[config.mk]
export PLATFORM = sky130hd
export DESIGN_NAME = reset_sequencer
export DESIGN_NICKNAME = d
export VERILOG_FILES = /design/src/rtl/reset_sequencer_pkg.sv /design/src/rtl/reset_sequencer_synchronizer.sv /design/src/rtl/reset_sequencer.sv
export SDC_FILE = /design/constraint.sdc
export NUM_CORES = 1
export LEC_CHECK = 0
export CAP_MARGIN = 20
export CORE_MARGIN = 5
export CORE_UTILIZATION = 35
export CTS_CLUSTER_DIAMETER = 120
export CTS_CLUSTER_SIZE = 40
export DETAILED_ROUTE_END_ITERATION = 8
export GPL_TIMING_DRIVEN = 0
export PLACE_DENSITY_LB_ADDON = 0.2
export REMOVE_ABC_BUFFERS = 1
export SYNTH_ARGS = -nofsm -noshare
export SYNTH_HDL_FRONTEND = slang
export SYNTH_SLANG_ARGS = --single-unit
export TNS_END_PERCENT = 30
[constraint.sdc]
create_clock -name clk -period 3.7 [get_ports clk]
set_input_delay 0.37 -clock clk [delete_from_list [all_inputs] [get_ports clk]]
set_output_delay 0.37 -clock clk [all_outputs]
set_load 0.01 [all_outputs]
[src/rtl/reset_sequencer_pkg.sv]
// Shared definitions for the reset sequencer: FSM state encoding
// and small constant helpers used to size the release counter.
package reset_sequencer_pkg;

    typedef enum logic [2:0] {
        ST_ASSERT  = 3'd0,
        ST_SYNC    = 3'd1,
        ST_HOLD    = 3'd2,
        ST_RELEASE = 3'd3,
        ST_RUN     = 3'd4
    } state_t;

    function automatic int clog2(input int v);
        int r;
        int x;
        r = 0;
        x = v - 1;
        for (int i = 0; i < 32; i++) begin
            if (x > 0) begin
                r = r + 1;
                x = x >> 1;
            end
        end
        return r;
    endfunction

    function automatic int max_int(input int a, input int b);
        return (a > b) ? a : b;
    endfunction

endpackage

[src/rtl/reset_sequencer_synchronizer.sv]
// Async-clear flop chain that synchronises release of the raw reset.
// arm_o is the stage feeding the last flop: high one edge before sync_o.
module reset_synchronizer #(
    parameter int STAGES = 2
) (
    input  logic clk,
    input  logic reset,
    output logic sync_o,
    output logic arm_o
);

    logic [STAGES-1:0] chain_q;
    logic [STAGES-1:0] chain_d;

    always_comb begin
        chain_d = {chain_q[STAGES-2:0], 1'b1};
    end

    always_ff @(posedge clk or negedge reset) begin
        if (!reset) begin
            chain_q <= '0;
        end else begin
            chain_q <= chain_d;
        end
    end

    assign sync_o = chain_q[STAGES-1];
    assign arm_o  = chain_q[STAGES-2];

endmodule

[src/rtl/reset_sequencer.sv]
// Raw async reset in, staggered flop-driven synchronous resets out,
// with a software request/ack path that re-runs HOLD and RELEASE.
module reset_sequencer
    import reset_sequencer_pkg::*;
#(
    parameter int SYNC_STAGES = 2,
    parameter int HOLD_CYCLES = 16,
    parameter int NUM_OUT     = 3,
    parameter int STAGGER     = 4
) (
    input  logic               clk,
    input  logic               reset,
    input  logic               sw_rst_req,
    output logic               sw_rst_ack,
    output logic [NUM_OUT-1:0] rst_out_n,
    output logic               rst_done
);

    localparam int REL_SPAN = STAGGER * (NUM_OUT - 1);
    localparam int CNT_W    = clog2(max_int(HOLD_CYCLES, REL_SPAN) + 1);

    state_t             state_q, state_d;
    logic [CNT_W-1:0]   cnt_q, cnt_d;
    logic [NUM_OUT-1:0] out_q, out_d;
    logic               done_q, done_d;
    logic               ack_q, ack_d;
    logic               sync_out;
    logic               sync_arm;

    reset_synchronizer #(
        .STAGES (SYNC_STAGES)
    ) u_sync (
        .clk    (clk),
        .reset  (reset),
        .sync_o (sync_out),
        .arm_o  (sync_arm)
    );

    // Leaving SYNC on the edge the synchroniser output rises makes HOLD
    // span exactly HOLD_CYCLES edges after that release.
    always_comb begin
        state_d = state_q;
        out_d   = out_q;
        done_d  = done_q;
        ack_d   = 1'b0;
        unique case (state_q)
            ST_ASSERT: begin
                state_d = ST_SYNC;
            end
            ST_SYNC: begin
                if (sync_arm || sync_out) begin
                    state_d = ST_HOLD;
                end
            end
            ST_HOLD: begin
                if (int'(cnt_q) >= HOLD_CYCLES - 1) begin
                    out_d[0] = 1'b1;
                    if (REL_SPAN == 0) begin
                        out_d   = '1;
                        done_d  = 1'b1;
                        state_d = ST_RUN;
                    end else begin
                        state_d = ST_RELEASE;
                    end
                end
            end
            ST_RELEASE: begin
                for (int i = 1; i < NUM_OUT; i++) begin
                    if (int'(cnt_q) >= STAGGER * i - 1) begin
                        out_d[i] = 1'b1;
                    end
                end
                if (int'(cnt_q) >= REL_SPAN - 1) begin
                    done_d  = 1'b1;
                    state_d = ST_RUN;
                end
            end
            ST_RUN: begin
                if (sw_rst_req) begin
                    out_d   = '0;
                    done_d  = 1'b0;
                    ack_d   = 1'b1;
                    state_d = ST_HOLD;
                end
            end
            default: begin
                state_d = ST_ASSERT;
            end
        endcase

        if (state_d != state_q) begin
            cnt_d = '0;
        end else if (&cnt_q) begin
            cnt_d = cnt_q;
        end else begin
            cnt_d = cnt_q + CNT_W'(1);
        end
    end

    always_ff @(posedge clk or negedge reset) begin
        if (!reset) begin
            state_q <= ST_ASSERT;
            cnt_q   <= '0;
            out_q   <= '0;
            done_q  <= 1'b0;
            ack_q   <= 1'b0;
        end else begin
            state_q <= state_d;
            cnt_q   <= cnt_d;
            out_q   <= out_d;
            done_q  <= done_d;
            ack_q   <= ack_d;
        end
    end

    assign rst_out_n  = out_q;
    assign rst_done   = done_q;
    assign sw_rst_ack = ack_q;

endmodule
==> impl_metrics.ini, run 1 <==
[outcome]
status = complete, no violations

[route]
routed_wl_um = 1256
highest_layer = met4
via_count = 506
drc = 0
wl_met3_um = 54
wl_met1_um = 613
wl_per_cell_um = 12.56
dr_wl_met2_um = 552
drtPass1Iterations = 4
drtAntennaViolNets = 0
drt-vias-per-instance = 5.060
drt-initial-drc-count = 2

[yosys]
ys_warn_count = 0
yosysMostFrequentCell = dfrtp_1
ys.flop_type = dfrtp_1
synth-seq-cells = 14
syn_area_per_cell_sq_um = 10.69
async_reset_ff_share_pct = 100.0
postSynthCellCount = 64
synth_edf_count = 0
synth.largest_area_cell = dfrtp_1
synth_top_area_share_pct = 51.19
ys_top_cells_by_count = 14 x dfrtp_1, 7 x nor2_1
syn-cell-area_sq_um = 684.4
synth_area_leaders = dfrtp_1 51%, ha_1 5.5%, nor2_1 3.8%
synth.distinct_cells = 29
seq_area_frac_synth_pct = 51.19

[clock_network]
clock-sinks = 14
cts_tree = yes
post_cts_resized = 0
clockBufferDepth = 2
clock_latency_ns = 0.29
cts_hold_buffers = 0
root_buffer = clkbuf_4
cts_max_level = 1
cts-buffers-inserted = 3
path_clk_slew_ns = 0.09
postCtsSetupRepairBufs = 0

[place]
place_area_sq_um = 780.7
dp_hpwl_um = 916.7
port_buffers = 7
gp_congestion = 0.7156

[cells_and_area]
syn_to_final_growth_pct = 17.37
nFillCells = 213
drive_gt1_share_pct = 5.479
n_antenna_cell = 0
finish.utilization_pct = 41.80
nets = 81
fin_area_sq_um = 803.3

[floorplan]
start_util_pct = 35.61
rows = 16
die_area_sq_um = 2940
core_area_sq_um = 1922
die_h_um = 54.22
ioPinCount = 8
die_w_um = 54.22

[worst_setup_path]
crit_path_end_kind = flip-flop
critPathLaunchType = flip-flop
cp.arrival_ns = 2.02
cp.required_ns = 3.89
critPathKind = reg -> reg
path_max_fanout = 6

[global_route]
grt_pass1_wl_um = 2090
grt_max_degree = 15
grtUsageTotal_pct = 10.48
grt_pass1_vias = 475
grt_overflow = 0
grt_antenna_before_repair = 0

[sta]
final_hold_viol_count = 0
rsz0062_at_grt = false
setup_tns_ns = 0
min_period_ns = 1.830
timing.slew.headroom_pct = 57.90
period_share_pct = 49.46
finalSetupViolCount = 0
tightest_slew_ns = 0.6295
fmax_ghz = 0.5465
finClkSkew_ns = 0.006902
slew_violations = 0

[power_and_ir_drop]
max-vdd-ir-drop_v = 0.0003050
power_leakage_nw = 0.3706
pwr_density_cell_nw_per_um2 = 758.6

[job]
cap_violations = 0

[worst_hold_path]
hold_path.class = reg -> reg
metrics by stage:
stage | hold WS (ns) | power (mW) | worst slack, ns | instances
final | 0.4055 | 0.6093 | 1.870 | 100
after global routing | 0.4297 | 0.6665 | 1.763 | 100
after CTS | 0.4090 | 0.6175 | 1.847 | 100
after detailed placement | 0.3891 | 0.5273 | 1.853 | 97
after global placement | 0.3822 | 0.5190 | 1.875 | 97
after floorplan | 0.07441 | 0.4296 | 2.106 | 63
worst max-delay path, cell delays in order, from the launching register on:
cell and delay, ns:
dfrtp_1 0.44, ha_1 0.26, a211o_1 0.32, o21ai_1 0.29, o41ai_1 0.15, a211oi_1 0.28
report_power, final:
| group | switching [mW] | internal, mW | total [mW] |
|---|---|---|---|
| logic | 0.122 | 0.130 | 0.252 |
| registers | 0.0624 | 0.205 | 0.268 |
| clock network | 0.0516 | 0.0379 | 0.0895 |
final cells by class:
cell class / instances / area (sq um) / area share (%)
timing repair buffer: 7 / 70.07 / 8.723
clock buffer: 3 / 22.52 / 2.804
sequential: 14 / 350.3 / 43.61
multi-input combinational: 46 / 315.3 / 39.25
inverter: 3 / 11.26 / 1.402
tap: 27 / 33.78 / 4.206
state kept, by name, indices dropped and copies added, names as in the netlist:
name            flops
cnt_q               5
rst_out_n           3
sw_rst_ack          1
state_q             3
u_sync.chain_q      2
worst paths after layout:
path                                                   from                     endpoint  cells past startpoint  slack [ns]
worst min-delay path            u_sync.chain_q[0]$_DFF_PN0_  u_sync.chain_q[1]$_DFF_PN0_                      0        0.41
worst max register to register         cnt_q[0]$_DFFE_PN0P_         state_q[0]$_DFF_PN0_                      5        1.87
worst min register to register  u_sync.chain_q[0]$_DFF_PN0_  u_sync.chain_q[1]$_DFF_PN0_                      0        0.41
max in group asynchronous                             reset         cnt_q[0]$_DFFE_PN0P_                      1        2.82
worst max-delay path                   cnt_q[0]$_DFFE_PN0P_         state_q[0]$_DFF_PN0_                      5        1.87
min in group asynchronous                             reset         state_q[1]$_DFF_PN0_                      1        0.47
placed cells by master (no fill, tap or decap), types with 2 or more instances in the layout:
cell	synthesis	routed
nor2_1	7	7
dfrtp_1	14	14
o21ai_0	2	2
clkdlybuf4s50_1	0	7
nand2_1	3	3
xor2_1	2	2
o21ai_1	3	3
and3_1	2	2
ha_1	3	3
clkbuf_4	0	3
inv_1	3	3
a21oi_1	3	3
nor3_1	3	3
or4b_1	2	2
cell families (layout without fill, tap and decap cells):
logic type | after synthesis | after routing | share of synthesized area [%]
multiplexers | 1 | 1 | 1.463
other | 1 | 1 | 0.5479
flip-flops | 14 | 14 | 51.19
XOR/XNOR | 3 | 3 | 3.840
AND/OR/NAND/NOR | 24 | 24 | 20.84
AO/OA/AOI/OAI | 14 | 14 | 13.89
adder cells (fa/ha/maj) | 3 | 3 | 5.485
buffers and inverters | 4 | 13 | 2.743
routing by layer:
layer,vias to the layer above,track usage (%)
li1,249,-
met1,241,13.24
met2,10,14.94
met3,6,2.452
met4,0,8.714
met5,-,0
Note: power is estimated with default switching activity, not from simulation.
==> inputs of run 2 (changes only) <==
Clock period 3.7 ns to 1.6 ns, I/O delays scaled along.
==> impl_metrics.ini, run 2 (synthesized netlist as in run 1, its figures left out) <==
[outcome]
status = complete, no violations

[place]
placed_cells = 97
dp_hpwl_um = 916.7
port_buffers = 7
gp_congestion = 0.7156

[route]
drtPass1Iterations = 2
drtAntennaViolNets = 0
wl_per_cell_um = 12.60
drt-initial-drc-count = 2
drt-vias-per-instance = 5.010
via_count = 516
routed_wl_um = 1298
drc = 0

[cells_and_area]
multi_input_area_sq_um = 345.3
syn_to_final_growth_pct = 25.23
n_antenna_cell = 0
nets = 84
seq_area_sq_um = 351.6
finish.utilization_pct = 44.60
final_common_cell = dfrtp_1
nFillCells = 206
stdcell_count = 103
top_register = cnt_q
drive_gt1_share_pct = 18.42
final_cell_mix = 13 x dfrtp_1, 7 x nor2_1, 7 x clkdlybuf4s50_1
largest_reg_flops = 5

[power_and_ir_drop]
p_switching_mw = 0.5658
pwr_density_cell_nw_per_um2 = 1739
p_int_mw = 0.9245
power_leakage_nw = 0.3868
power_frac_seq_pct = 40.6
sw_frac_of_total_pct = 37.96
clockPowerShare_pct = 13.7
max-vdd-ir-drop_v = 0.0007072
p_comb_share_pct = 45.6

[floorplan]
die_w_um = 54.22
start_util_pct = 35.61
ioPinCount = 8
die_h_um = 54.22
core_area_sq_um = 1922
die_area_sq_um = 2940
rows = 16

[global_route]
grt_antenna_before_repair = 0
grt_pass1_wl_um = 2180
grt_max_degree = 15
grtUsageTotal_pct = 10.88
grt_pass1_vias = 492
grt_overflow = 0

[worst_setup_path]
cp.required_ns = 1.81
cp.arrival_ns = 1.76
crit_path_end_kind = flip-flop
critPathKind = reg -> reg
critPathLaunchType = flip-flop
path_max_fanout = 5

[job]
cap_violations = 0

[sta]
finClkSkew_ns = 0.009442
min_period_ns = 1.545
timing.slew.headroom_pct = 58.03
period_share_pct = 96.56
fmax_ghz = 0.6472
final_hold_viol_count = 0
slew_violations = 0
setup_tns_ns = 0
rsz0062_at_grt = true
tightest_slew_ns = 0.6275
finalSetupViolCount = 0

[clock_network]
clock-sinks = 14
cts-buffers-inserted = 3
root_buffer = clkbuf_4
cts_tree = yes
cts_hold_buffers = 0
clockBufferDepth = 2
clock_latency_ns = 0.28
path_clk_slew_ns = 0.09
cts_max_level = 1

[worst_hold_path]
hold_path.class = in -> async
-- run 2: stage by stage --
stage	hold slack (ns)	power [mW]	setup slack, ns	area [sq um]
after floorplan	-0.1356	0.9935	0.006156	676.9
after global placement	0.3822	1.200	-0.1515	780.7
after detailed placement	0.3891	1.219	-0.2068	780.7
after CTS	0.2964	1.498	0.003171	844.6
after global routing	0.3123	1.634	-0.06363	857.1
final	0.2566	1.490	0.05497	857.1
-- run 2: worst paths after layout --
kind,start,to,slack (ns),cells after the start
max in group asynchronous,reset,state_q[2]$_DFF_PN0_,0.90,1
hold reg to reg,u_sync.chain_q[0]$_DFF_PN0_,u_sync.chain_q[1]$_DFF_PN0_,0.41,0
setup / recovery,cnt_q[0]$_DFFE_PN0P_,cnt_q[0]$_DFFE_PN0P_,0.05,6
setup reg to reg,cnt_q[0]$_DFFE_PN0P_,cnt_q[0]$_DFFE_PN0P_,0.05,6
min in group clk,u_sync.chain_q[0]$_DFF_PN0_,u_sync.chain_q[1]$_DFF_PN0_,0.41,0
hold / removal,reset,state_q[0]$_DFF_PN0_,0.26,1
-- run 2: cell type report --
| cell class | count | share of cell area [%] |
|---|---|---|
| sequential | 14 | 41.02 |
| multi-input combinational | 46 | 40.29 |
| timing repair buffer | 10 | 10.80 |
| tap | 27 | 3.942 |
| clock buffer | 3 | 2.628 |
| inverter | 3 | 1.314 |
-- run 2: power by group through the flow --
stage / Clock [mW] / Combinational (mW) / Sequential, mW
2_1_floorplan: 0 / 0.376 / 0.618
3_3_place_gp: 0 / 0.576 / 0.625
3_5_place_dp: 0 / 0.592 / 0.627
4_1_cts: 0.213 / 0.683 / 0.602
5_1_grt: 0.227 / 0.776 / 0.631
6_report: 0.205 / 0.680 / 0.605
-- run 2: worst max-delay path, cell delays in order (launching register included) --
cell and delay, ns:
dfrtp_1 0.39, ha_2 0.21, and3_1 0.20, ha_2 0.20, nor3_4 0.19, o22ai_2 0.16, nor2_1 0.13
-- run 2: per-layer routing --
metal / vias to the layer above / routed length [um] / GRT usage (%) / share of wire [%]
met1: 249 / 618 / 14.09 / 48
met2: 9 / 600 / 15.34 / 46
met4: 0 / 27 / 8.714 / 2.1
li1: 254 / - / - / -
met3: 4 / 51 / 2.452 / 3.9
met5: - / 0 / 0 / 0
-- run 2: what timing repair did --
item                                    CTS  global route
gates cloned                              0             0
pin swaps                                 3             4
gates resized for setup                   4             4
endpoints found under the setup margin    8             7
buffers inserted                          3             0
